[config.mk]
export PLATFORM = sky130hd
export DESIGN_NAME = countdown_timer_flat
export DESIGN_NICKNAME = d
export VERILOG_FILES = /design/src/rtl/timer_pkg.sv /design/src/rtl/countdown_timer_if.sv /design/src/rtl/down_counter_core.sv /design/src/rtl/countdown_timer.sv /design/src/flat_wrapper.sv
export SDC_FILE = /design/constraint.sdc
export NUM_CORES = 1
export LEC_CHECK = 0
export ABC_AREA = 1
export ABC_CLOCK_PERIOD_IN_PS = 1300
export BUFFER_PORTS_ARGS = -buffer_cell sky130_fd_sc_hd__clkbuf_2
export CAP_MARGIN = 10
export CORE_AREA = 5 5 42 44
export DETAILED_ROUTE_END_ITERATION = 10
export DIE_AREA = 0 0 47 49
export MAX_ROUTING_LAYER = met4
export PLACE_DENSITY_LB_ADDON = 0.05
export SLEW_MARGIN = 20
export SYNTH_ARGS = -nofsm -noshare
export SYNTH_HDL_FRONTEND = slang
export SYNTH_SLANG_ARGS = --single-unit
[constraint.sdc]
create_clock -name clock -period 1.3 [get_ports clock]
set_input_delay 0.26 -clock clock [delete_from_list [all_inputs] [get_ports clock]]
set_output_delay 0.26 -clock clock [all_outputs]
set_load 0.01 [all_outputs]
[src/rtl/timer_pkg.sv]
// timer_pkg: shared state encoding and default width for the countdown timer.
`default_nettype none

package timer_pkg;

    localparam int          TIMER_WIDTH = 4;

    localparam logic [1:0]  ST_IDLE     = 2'b00;
    localparam logic [1:0]  ST_RUN      = 2'b01;
    localparam logic [1:0]  ST_DONE     = 2'b10;

    typedef enum logic [1:0] {
        IDLE = ST_IDLE,
        RUN  = ST_RUN,
        DONE = ST_DONE
    } state_e;

endpackage : timer_pkg

`default_nettype wire

[src/rtl/countdown_timer_if.sv]
// countdown_timer_if: client-side handshake bundle of the countdown timer.
`default_nettype none

interface countdown_timer_if #(
    parameter int WIDTH = timer_pkg::TIMER_WIDTH
);

    logic             enable;
    logic             load;
    logic [WIDTH-1:0] load_value;
    logic             ack;
    logic [WIDTH-1:0] count_out;
    logic             busy;
    logic             done;

    modport master (
        output enable, load, load_value, ack,
        input  count_out, busy, done
    );

    modport slave (
        input  enable, load, load_value, ack,
        output count_out, busy, done
    );

endinterface : countdown_timer_if

`default_nettype wire

[src/rtl/down_counter_core.sv]
// down_counter_core: loadable WIDTH-bit down-counter with terminal (count==1) detect.
`default_nettype none

module down_counter_core #(
    parameter int WIDTH = timer_pkg::TIMER_WIDTH
) (
    input  wire logic             clock,
    input  wire logic             reset,
    input  wire logic             load_i,
    input  wire logic [WIDTH-1:0] value_i,
    input  wire logic             dec_i,
    output logic      [WIDTH-1:0] count_o,
    output logic                  is_one_o
);

    logic [WIDTH-1:0] count_q;
    logic [WIDTH-1:0] count_d;

    // Load has priority over decrement.
    always_comb begin
        count_d = count_q;
        if (load_i) begin
            count_d = value_i;
        end else if (dec_i) begin
            count_d = count_q - {{(WIDTH-1){1'b0}}, 1'b1};
        end
    end

    always_ff @(posedge clock) begin
        if (!reset) begin
            count_q <= '0;
        end else begin
            count_q <= count_d;
        end
    end

    assign count_o  = count_q;
    assign is_one_o = (count_q == {{(WIDTH-1){1'b0}}, 1'b1});

endmodule : down_counter_core

`default_nettype wire

[src/rtl/countdown_timer.sv]
// countdown_timer: loadable down-counter with done/ack handshake.
// Optional macro COUNTDOWN_AUTORELOAD_EN: periodic reload with a 1-cycle done pulse.
`default_nettype none

module countdown_timer
    import timer_pkg::*;
#(
    parameter int WIDTH = TIMER_WIDTH
) (
    input  wire logic        clock,
    input  wire logic        reset,
    countdown_timer_if.slave bus
);

    state_e           state_q;
    logic             busy_q;
    logic             done_q;

    logic             core_load;
    logic             core_dec;
    logic [WIDTH-1:0] core_value;
    logic [WIDTH-1:0] count;
    logic             is_one;
    logic             reload_hit;

`ifdef COUNTDOWN_AUTORELOAD_EN
    logic [WIDTH-1:0] reload_q;

    always_ff @(posedge clock) begin
        if (!reset) begin
            reload_q <= '0;
        end else if (bus.load) begin
            reload_q <= bus.load_value;
        end
    end

    // A zero reload value falls back to the plain DONE/ack handshake.
    assign reload_hit = is_one && (reload_q != '0);
`else
    assign reload_hit = 1'b0;
`endif

    always_comb begin
        core_load  = 1'b0;
        core_dec   = 1'b0;
        core_value = bus.load_value;
        if (bus.load) begin
            core_load = 1'b1;
        end else if ((state_q == RUN) && bus.enable) begin
`ifdef COUNTDOWN_AUTORELOAD_EN
            if (reload_hit) begin
                core_load  = 1'b1;
                core_value = reload_q;
            end else begin
                core_dec = 1'b1;
            end
`else
            core_dec = 1'b1;
`endif
        end
    end

    down_counter_core #(
        .WIDTH (WIDTH)
    ) u_core (
        .clock    (clock),
        .reset    (reset),
        .load_i   (core_load),
        .value_i  (core_value),
        .dec_i    (core_dec),
        .count_o  (count),
        .is_one_o (is_one)
    );

    // Load wins in every state; a zero load goes straight to DONE.
    always_ff @(posedge clock) begin
        if (!reset) begin
            state_q <= IDLE;
            busy_q  <= 1'b0;
            done_q  <= 1'b0;
        end else if (bus.load) begin
            if (bus.load_value == '0) begin
                state_q <= DONE;
                busy_q  <= 1'b0;
                done_q  <= 1'b1;
            end else begin
                state_q <= RUN;
                busy_q  <= 1'b1;
                done_q  <= 1'b0;
            end
        end else begin
            case (state_q)
                IDLE: begin
                    busy_q <= 1'b0;
                    done_q <= 1'b0;
                end
                RUN: begin
                    if (bus.enable && is_one) begin
                        if (reload_hit) begin
                            busy_q <= 1'b1;
                            done_q <= 1'b1;
                        end else begin
                            state_q <= DONE;
                            busy_q  <= 1'b0;
                            done_q  <= 1'b1;
                        end
                    end else begin
                        done_q <= 1'b0;
                    end
                end
                DONE: begin
                    if (bus.ack) begin
                        state_q <= IDLE;
                        done_q  <= 1'b0;
                    end
                end
                default: begin
                    state_q <= IDLE;
                    busy_q  <= 1'b0;
                    done_q  <= 1'b0;
                end
            endcase
        end
    end

    assign bus.count_out = count;
    assign bus.busy      = busy_q;
    assign bus.done      = done_q;

endmodule : countdown_timer

`default_nettype wire
[src/flat_wrapper.sv]
// flat-port wrapper written by rule: the top's interface ports become plain ports
module countdown_timer_flat import timer_pkg::*;
#(
    parameter int WIDTH = TIMER_WIDTH
)
  (clock, reset, bus_enable, bus_load, bus_load_value, bus_ack, bus_count_out, bus_busy, bus_done);
  countdown_timer_if #(.WIDTH(WIDTH)) bus_i ();
  input  wire logic clock;
  input  wire logic reset;
  input wire logic [$bits(bus_i.enable)-1:0] bus_enable;
  input wire logic [$bits(bus_i.load)-1:0] bus_load;
  input wire logic [$bits(bus_i.load_value)-1:0] bus_load_value;
  input wire logic [$bits(bus_i.ack)-1:0] bus_ack;
  output wire logic [$bits(bus_i.count_out)-1:0] bus_count_out;
  output wire logic [$bits(bus_i.busy)-1:0] bus_busy;
  output wire logic [$bits(bus_i.done)-1:0] bus_done;
  assign bus_i.enable = bus_enable;
  assign bus_i.load = bus_load;
  assign bus_i.load_value = bus_load_value;
  assign bus_i.ack = bus_ack;
  assign bus_count_out = bus_i.count_out;
  assign bus_busy = bus_i.busy;
  assign bus_done = bus_i.done;
  countdown_timer #(.WIDTH(WIDTH)) u_core (.clock(clock), .reset(reset), .bus(bus_i));
endmodule
==> results of run 1 <==
[power by group through the flow]
| stage | clock [W] | combinational, W | sequential (W) |
|---|---|---|---|
| 2_1_floorplan | 0 | 0.0000683 | 0.000284 |
| 3_3_place_gp | 0 | 0.000115 | 0.000280 |
| 3_5_place_dp | 0 | 0.000114 | 0.000280 |
| 4_1_cts | 0.000198 | 0.000115 | 0.000275 |
| 5_1_grt | 0.000218 | 0.000133 | 0.000277 |
| 6_report | 0.000197 | 0.000113 | 0.000275 |
[kinds of logic after synthesis]
| family | Yosys count | share of synthesized area, % |
|---|---|---|
| AO/OA/AOI/OAI | 10 | 11.1 |
| XOR/XNOR | 1 | 1.89 |
| adder cells (fa/ha/maj) | 2 | 5.40 |
| buffers and inverters | 13 | 12.7 |
| flip-flops | 8 | 34.6 |
| AND/OR/NAND/NOR | 39 | 34.3 |
[state kept, by name, indices dropped and copies added (netlist names)]
register               flops
u_core.u_core.count_o      4
u_core.state_q             2
u_core.bus.done            1
u_core.bus.busy            1
[per-stage QoR]
step	std cells	setup WS, ns	hold slack [ns]
6_report	106	0.141	0.262
5_1_grt	106	0.0480	0.267
4_1_cts	106	0.144	0.262
3_5_place_dp	103	0.163	0.475
3_3_place_gp	103	0.180	0.470
2_1_floorplan	73	0.170	0.381
[worst max-delay path, cell delays in order, from the launching register on]
cell and delay (ns):
dfxtp_1 0.42, inv_1 0.07, ha_1 0.28, o21ai_0 0.14, nand2_1 0.07, a21oi_1 0.12
[final timing paths]
| path | startpoint | slack [ns] | cells after the start | endpoint |
|---|---|---|---|---|
| setup / recovery | u_core.u_core.count_o[0]$_SDFFE_PN0P_ | 0.14 | 5 | u_core.u_core.count_o[1]$_SDFFE_PN0P_ |
| hold / removal | bus_load_value[2] | 0.26 | 3 | u_core.u_core.count_o[2]$_SDFFE_PN0P_ |
| setup reg to reg | u_core.u_core.count_o[0]$_SDFFE_PN0P_ | 0.14 | 5 | u_core.u_core.count_o[1]$_SDFFE_PN0P_ |
| hold reg to reg | u_core.u_core.count_o[1]$_SDFFE_PN0P_ | 0.48 | 2 | u_core.u_core.count_o[1]$_SDFFE_PN0P_ |
[final cells by class]
class	instances	area, sq um	share of cell area [%]
flip-flops and latches	8	160	28.1
repair buffers	15	77.6	13.6
inverters	12	45.0	7.91
multi-input cells	52	244	42.9
well taps	16	20.0	3.52
clock buffers	3	22.5	3.96
[cells in the final DEF, fill, tap and decap left out]
| cell | n |
|---|---|
| a31oi_1 | 1 |
| ha_1 | 2 |
| clkbuf_4 | 3 |
| clkbuf_2 | 14 |
| a21oi_1 | 5 |
| nand3_1 | 6 |
| dfxtp_1 | 8 |
| nand2_1 | 19 |
| inv_1 | 12 |
| xor2_1 | 1 |
| buf_4 | 1 |
| nor2_1 | 12 |
| o21ai_0 | 4 |
| or2_1 | 1 |
| nand4_1 | 1 |
[layer usage]
layer | vias to the layer above | part of all wire [%] | GRT usage [%] | wire, um
li1 | 260 | - | - | -
met1 | 205 | 51 | 13.6 | 531
met4 | 0 | 3.3 | 8.29 | 34
met5 | - | 0 | - | 0
met3 | 4 | 3.9 | 3.32 | 41
met2 | 9 | 42 | 14.5 | 435
[cells in the mapped netlist (all sizes together)]
master | n | share of area, %
nand4 | 1 | 1.4
dfxtp | 8 | 35
nand2 | 19 | 15
nand3 | 6 | 6.5
or2 | 1 | 1.4
xor2 | 1 | 1.9
o21ai | 4 | 4.3
a31oi | 1 | 1.4
clkbuf | 1 | 3.0
inv | 12 | 9.7
a21oi | 5 | 5.4
ha | 2 | 5.4
nor2 | 12 | 9.7
==> reports/metrics.csv, run 1 <==
metric,value,unit
n_antenna_cell,0,
final_util,40.6,%
final_nets,103,
wl_per_cell,9.84,um
area_growth,23.0,%
crit_type,flop to flop,
status,"complete, no violations",
clockBufferDepth,2,
hold_violations,0,
dpl_cell_area,547,sq um
die_w,47,um
die_area,2300,sq um
die_h,49,um
drt_wl_total,1.04,mm
clkSinkCount,8,
fin_crit_sh,89.2,%
ys_types,13,
clk_latency,0.26,ns
holdBufCountCts,0,
start_util,33.0,%
grt_start_max_net_pins,11,
fmax,863,MHz
p_seq_share,46.9,%
peakVddDrop,0.000471,V
first_iter_violations,9,
ys_seq_area_share,34.6,%
p_int,0.000414,W
tightest_slew,0.196,ns
h-tree-depth,1,
netlist_area,463,sq um
power_density,1030,nW/um^2
skew,0.0112,ns
overflow,0,
grt_pass1_wl,1.73,mm
grt.total_usage,11.0,%
yosys_warnings,0,
clockPowerShare,33.7,%
worst_ep_required_time,1.50,ns
grt_setup_unrepaired,no,
slew_headroom,86.9,%
cap_violations,0,
worst_ep_arrival_time,1.36,ns
worstSetupEndpointType,flop,
post_cts_buffers,0,
coreArea,1400,sq um
setup_violations,0,
syn_avg_cell_area,6.34,sq um
p_leak,0.300,nW
syn_inst,73,
port_buffers,14,
cts_made_buffers,3,
hpwl,833,um
postRouteAntennaNets,0,
io_pins,15,
clock-root-buffer,clkbuf_4,
switching_share,29.2,%
min_path_type,input port to flop,
drive_gt1_share,20.0,%
cts_resized,0,
p_sw,0.000171,W
synth_nets,84,
yosys_register_bits,8,
path_max_fanout,6,
route.detailed.drc,0,
row_count,14,
tns,0,ns
antenna_found_initial,0,
fillers,159,
dr.pass1.iters,4,
fin_crit,1.16,ns
gp_congestion,0.741,
path_clk_slew,0.06,ns
finalPower,0.000585,W
vias,478,
p_comb_share,19.3,%
slew_violations,0,
cts_tree,built,
startpoint_type,flop,
vias_per_cell,4.51,
design_area,569,sq um
first_global_vias,436,
Power figures use the tool's default switching activity.
==> run 2: changes to the inputs <==
Settings changed: ABC_CLOCK_PERIOD_IN_PS 1300 to 1200.
Clock period 1.3 ns to 1.2 ns, I/O delays scaled along.
==> run 2 against run 1 <==
Compared with the run above: cell area rose by 0.88%; non-clock buffer count stayed put; critical path type unchanged; highest routed layer unchanged; fmax is 6.3% higher; largest cell class unchanged; via count grew 0.42%; worst hold slack got worse by 0.023 ns.
==> reports/metrics.csv, run 2 (synthesis results as in run 1) <==
metric,value,unit,change
p_leak,0.301,nW,+0.33%
drt_wl_total,1.03,mm,-1.2%
cts_tree,built,,
antenna_found_initial,0,,unchanged
slew_violations,0,,unchanged
io_pins,15,,unchanged
first_global_vias,442,,+1.4%
largest_register_ffs,4,,unchanged
fmax,917,MHz,+6.3%
cp_slowest_cell,dfxtp_2,,
startpoint_type,flop,,
hpwl,827,um,-0.72%
path_max_fanout,3,,-3
cts_made_buffers,3,,unchanged
peakVddDrop,0.000461,V,-2.3%
die_h,49,um,unchanged
grt_pass1_wl,1.76,mm,+1.6%
area_growth,24.1,%,
die_w,47,um,unchanged
slowest_delay,0.34,ns,-0.08 ns
vias_per_cell,4.53,,+0.42%
power_density,1100,nW/um^2,+7.2%
fin_cells,106,,unchanged
final_nets,103,,unchanged
path_clk_slew,0.06,ns,about the same
switching_share,29.0,%,-0.21 points
tightest_slew,0.192,ns,-0.00443 ns
p_seq_share,47.1,%,+0.2 points
wl_per_cell,9.72,um,-1.2%
fin_crit,1.09,ns,-0.0686 ns
grt_start_max_net_pins,11,,unchanged
cap_violations,0,,unchanged
clockBufferDepth,2,,unchanged
r2r_slack,0.11,ns,-0.03 ns
coreArea,1400,sq um,unchanged
postRouteAntennaNets,0,,unchanged
design_area,574,sq um,+0.88%
skew,0.0123,ns,+0.00111 ns
hold_violations,0,,unchanged
clock-root-buffer,clkbuf_4,,
clkSinkCount,8,,unchanged
port_buffers,14,,unchanged
n_antenna_cell,0,,unchanged
h-tree-depth,1,,unchanged
regArea,165,sq um,+3.1%
crit_type,flop to flop,,
tns,0,ns,unchanged
fillers,163,,+2.5%
start_util,33.0,%,unchanged
worstSetupEndpointType,flop,,
dpl_cell_area,547,sq um,unchanged
crit_chain,inv_1 > ha_1 > nand3_1 > nand2_1 > a21oi_1 > nor2_1,,
first_iter_violations,5,,-4
post_cts_buffers,0,,unchanged
grt.total_usage,10.7,%,-0.36 points
finalPower,0.000633,W,+8.2%
route.detailed.drc,0,,unchanged
p_comb_share,19.2,%,about the same
dpl.cell_count,103,,unchanged
row_count,14,,unchanged
overflow,0,,unchanged
clockPowerShare,33.7,%,about the same
crit_buf_inv,1,,unchanged
drive_gt1_share,22.2,%,+2.2 points
clk_latency,0.26,ns,about the same
vias,480,,+0.42%
worst_ep_arrival_time,1.23,ns,-0.13 ns
mostFrequentLayoutCell,nand2_1,,
min_path_type,input port to flop,,
dr.pass1.iters,2,,-2
p_int,0.000449,W,+8.5%
worst_ep_required_time,1.34,ns,-0.16 ns
die_area,2300,sq um,unchanged
multi_input_area,244,sq um,unchanged
grt_setup_unrepaired,no,,
whs,0.239,ns,-0.0233 ns
gp_congestion,0.716,,-3.3%
status,"complete, no violations",,
final_cell_mix,"19 x nand2_1, 14 x clkbuf_2, 12 x inv_1, 12 x nor2_1",,
slew_headroom,87.2,%,+0.29 points
p_sw,0.000184,W,+7.4%
path_delay_family,flip-flops,,
fin_crit_sh,90.9,%,+1.7 points
setup_violations,0,,unchanged
## run 2: path summary, 6_finish.rpt
path | startpoint | end | cells after the start
min | bus_load_value[2] | u_core.u_core.count_o[2]$_SDFFE_PN0P_ | 3
min reg2reg | u_core.u_core.count_o[1]$_SDFFE_PN0P_ | u_core.u_core.count_o[1]$_SDFFE_PN0P_ | 2
max | u_core.u_core.count_o[1]$_SDFFE_PN0P_ | u_core.bus.busy$_SDFFE_PN0P_ | 6
max reg2reg | u_core.u_core.count_o[1]$_SDFFE_PN0P_ | u_core.bus.busy$_SDFFE_PN0P_ | 6
## run 2: cell type report
class / instances / share of cell area, %
inverter: 12 / 7.84
clock buffer: 3 / 3.92
tap: 16 / 3.49
sequential: 8 / 28.8
timing repair buffer: 15 / 13.5
multi-input combinational: 52 / 42.5
## run 2: repair_timing
| item | CTS | global route |
|---|---|---|
| resized for setup | 0 | 3 |
| setup endpoints to repair | 0 | 3 |
| hold buffers | 0 | 0 |
## run 2: worst reg2reg max path, delay by kind of cell (launching register included)
kind | cells | cell delay [ns]
DFF | 1 | 0.34
and+or+nand+nor | 3 | 0.26
AOI/OAI and AO/OA | 1 | 0.14
adders and majority gates | 1 | 0.18
buffers and inverters | 1 | 0.07
## run 2: metal layers
| metal | track usage, % | part of all wire [%] |
|---|---|---|
| met5 | - | 0 |
| met3 | 2.21 | 4.4 |
| met4 | 6.91 | 2.8 |
| met2 | 15.4 | 44 |
| met1 | 13.0 | 49 |
## run 2: through the flow
| stage | utilization (%) | setup slack [ns] |
|---|---|---|
| floorplan | - | 0.0704 |
| global placement | 39.0 | 0.0822 |
| detailed placement | 39.0 | 0.0577 |
| CTS | 40.6 | 0.0377 |
| global route | 41.0 | 0.0186 |
| finish | 41.0 | 0.109 |
## run 2: power by group through the flow
stage	combinational [W]	clock [W]	sequential, W
after floorplan	0.0000740	0	0.000308
after global placement	0.000125	0	0.000303
after detailed placement	0.000123	0	0.000303
after CTS	0.000123	0.000215	0.000298
after global routing	0.000145	0.000233	0.000300
final	0.000122	0.000213	0.000298
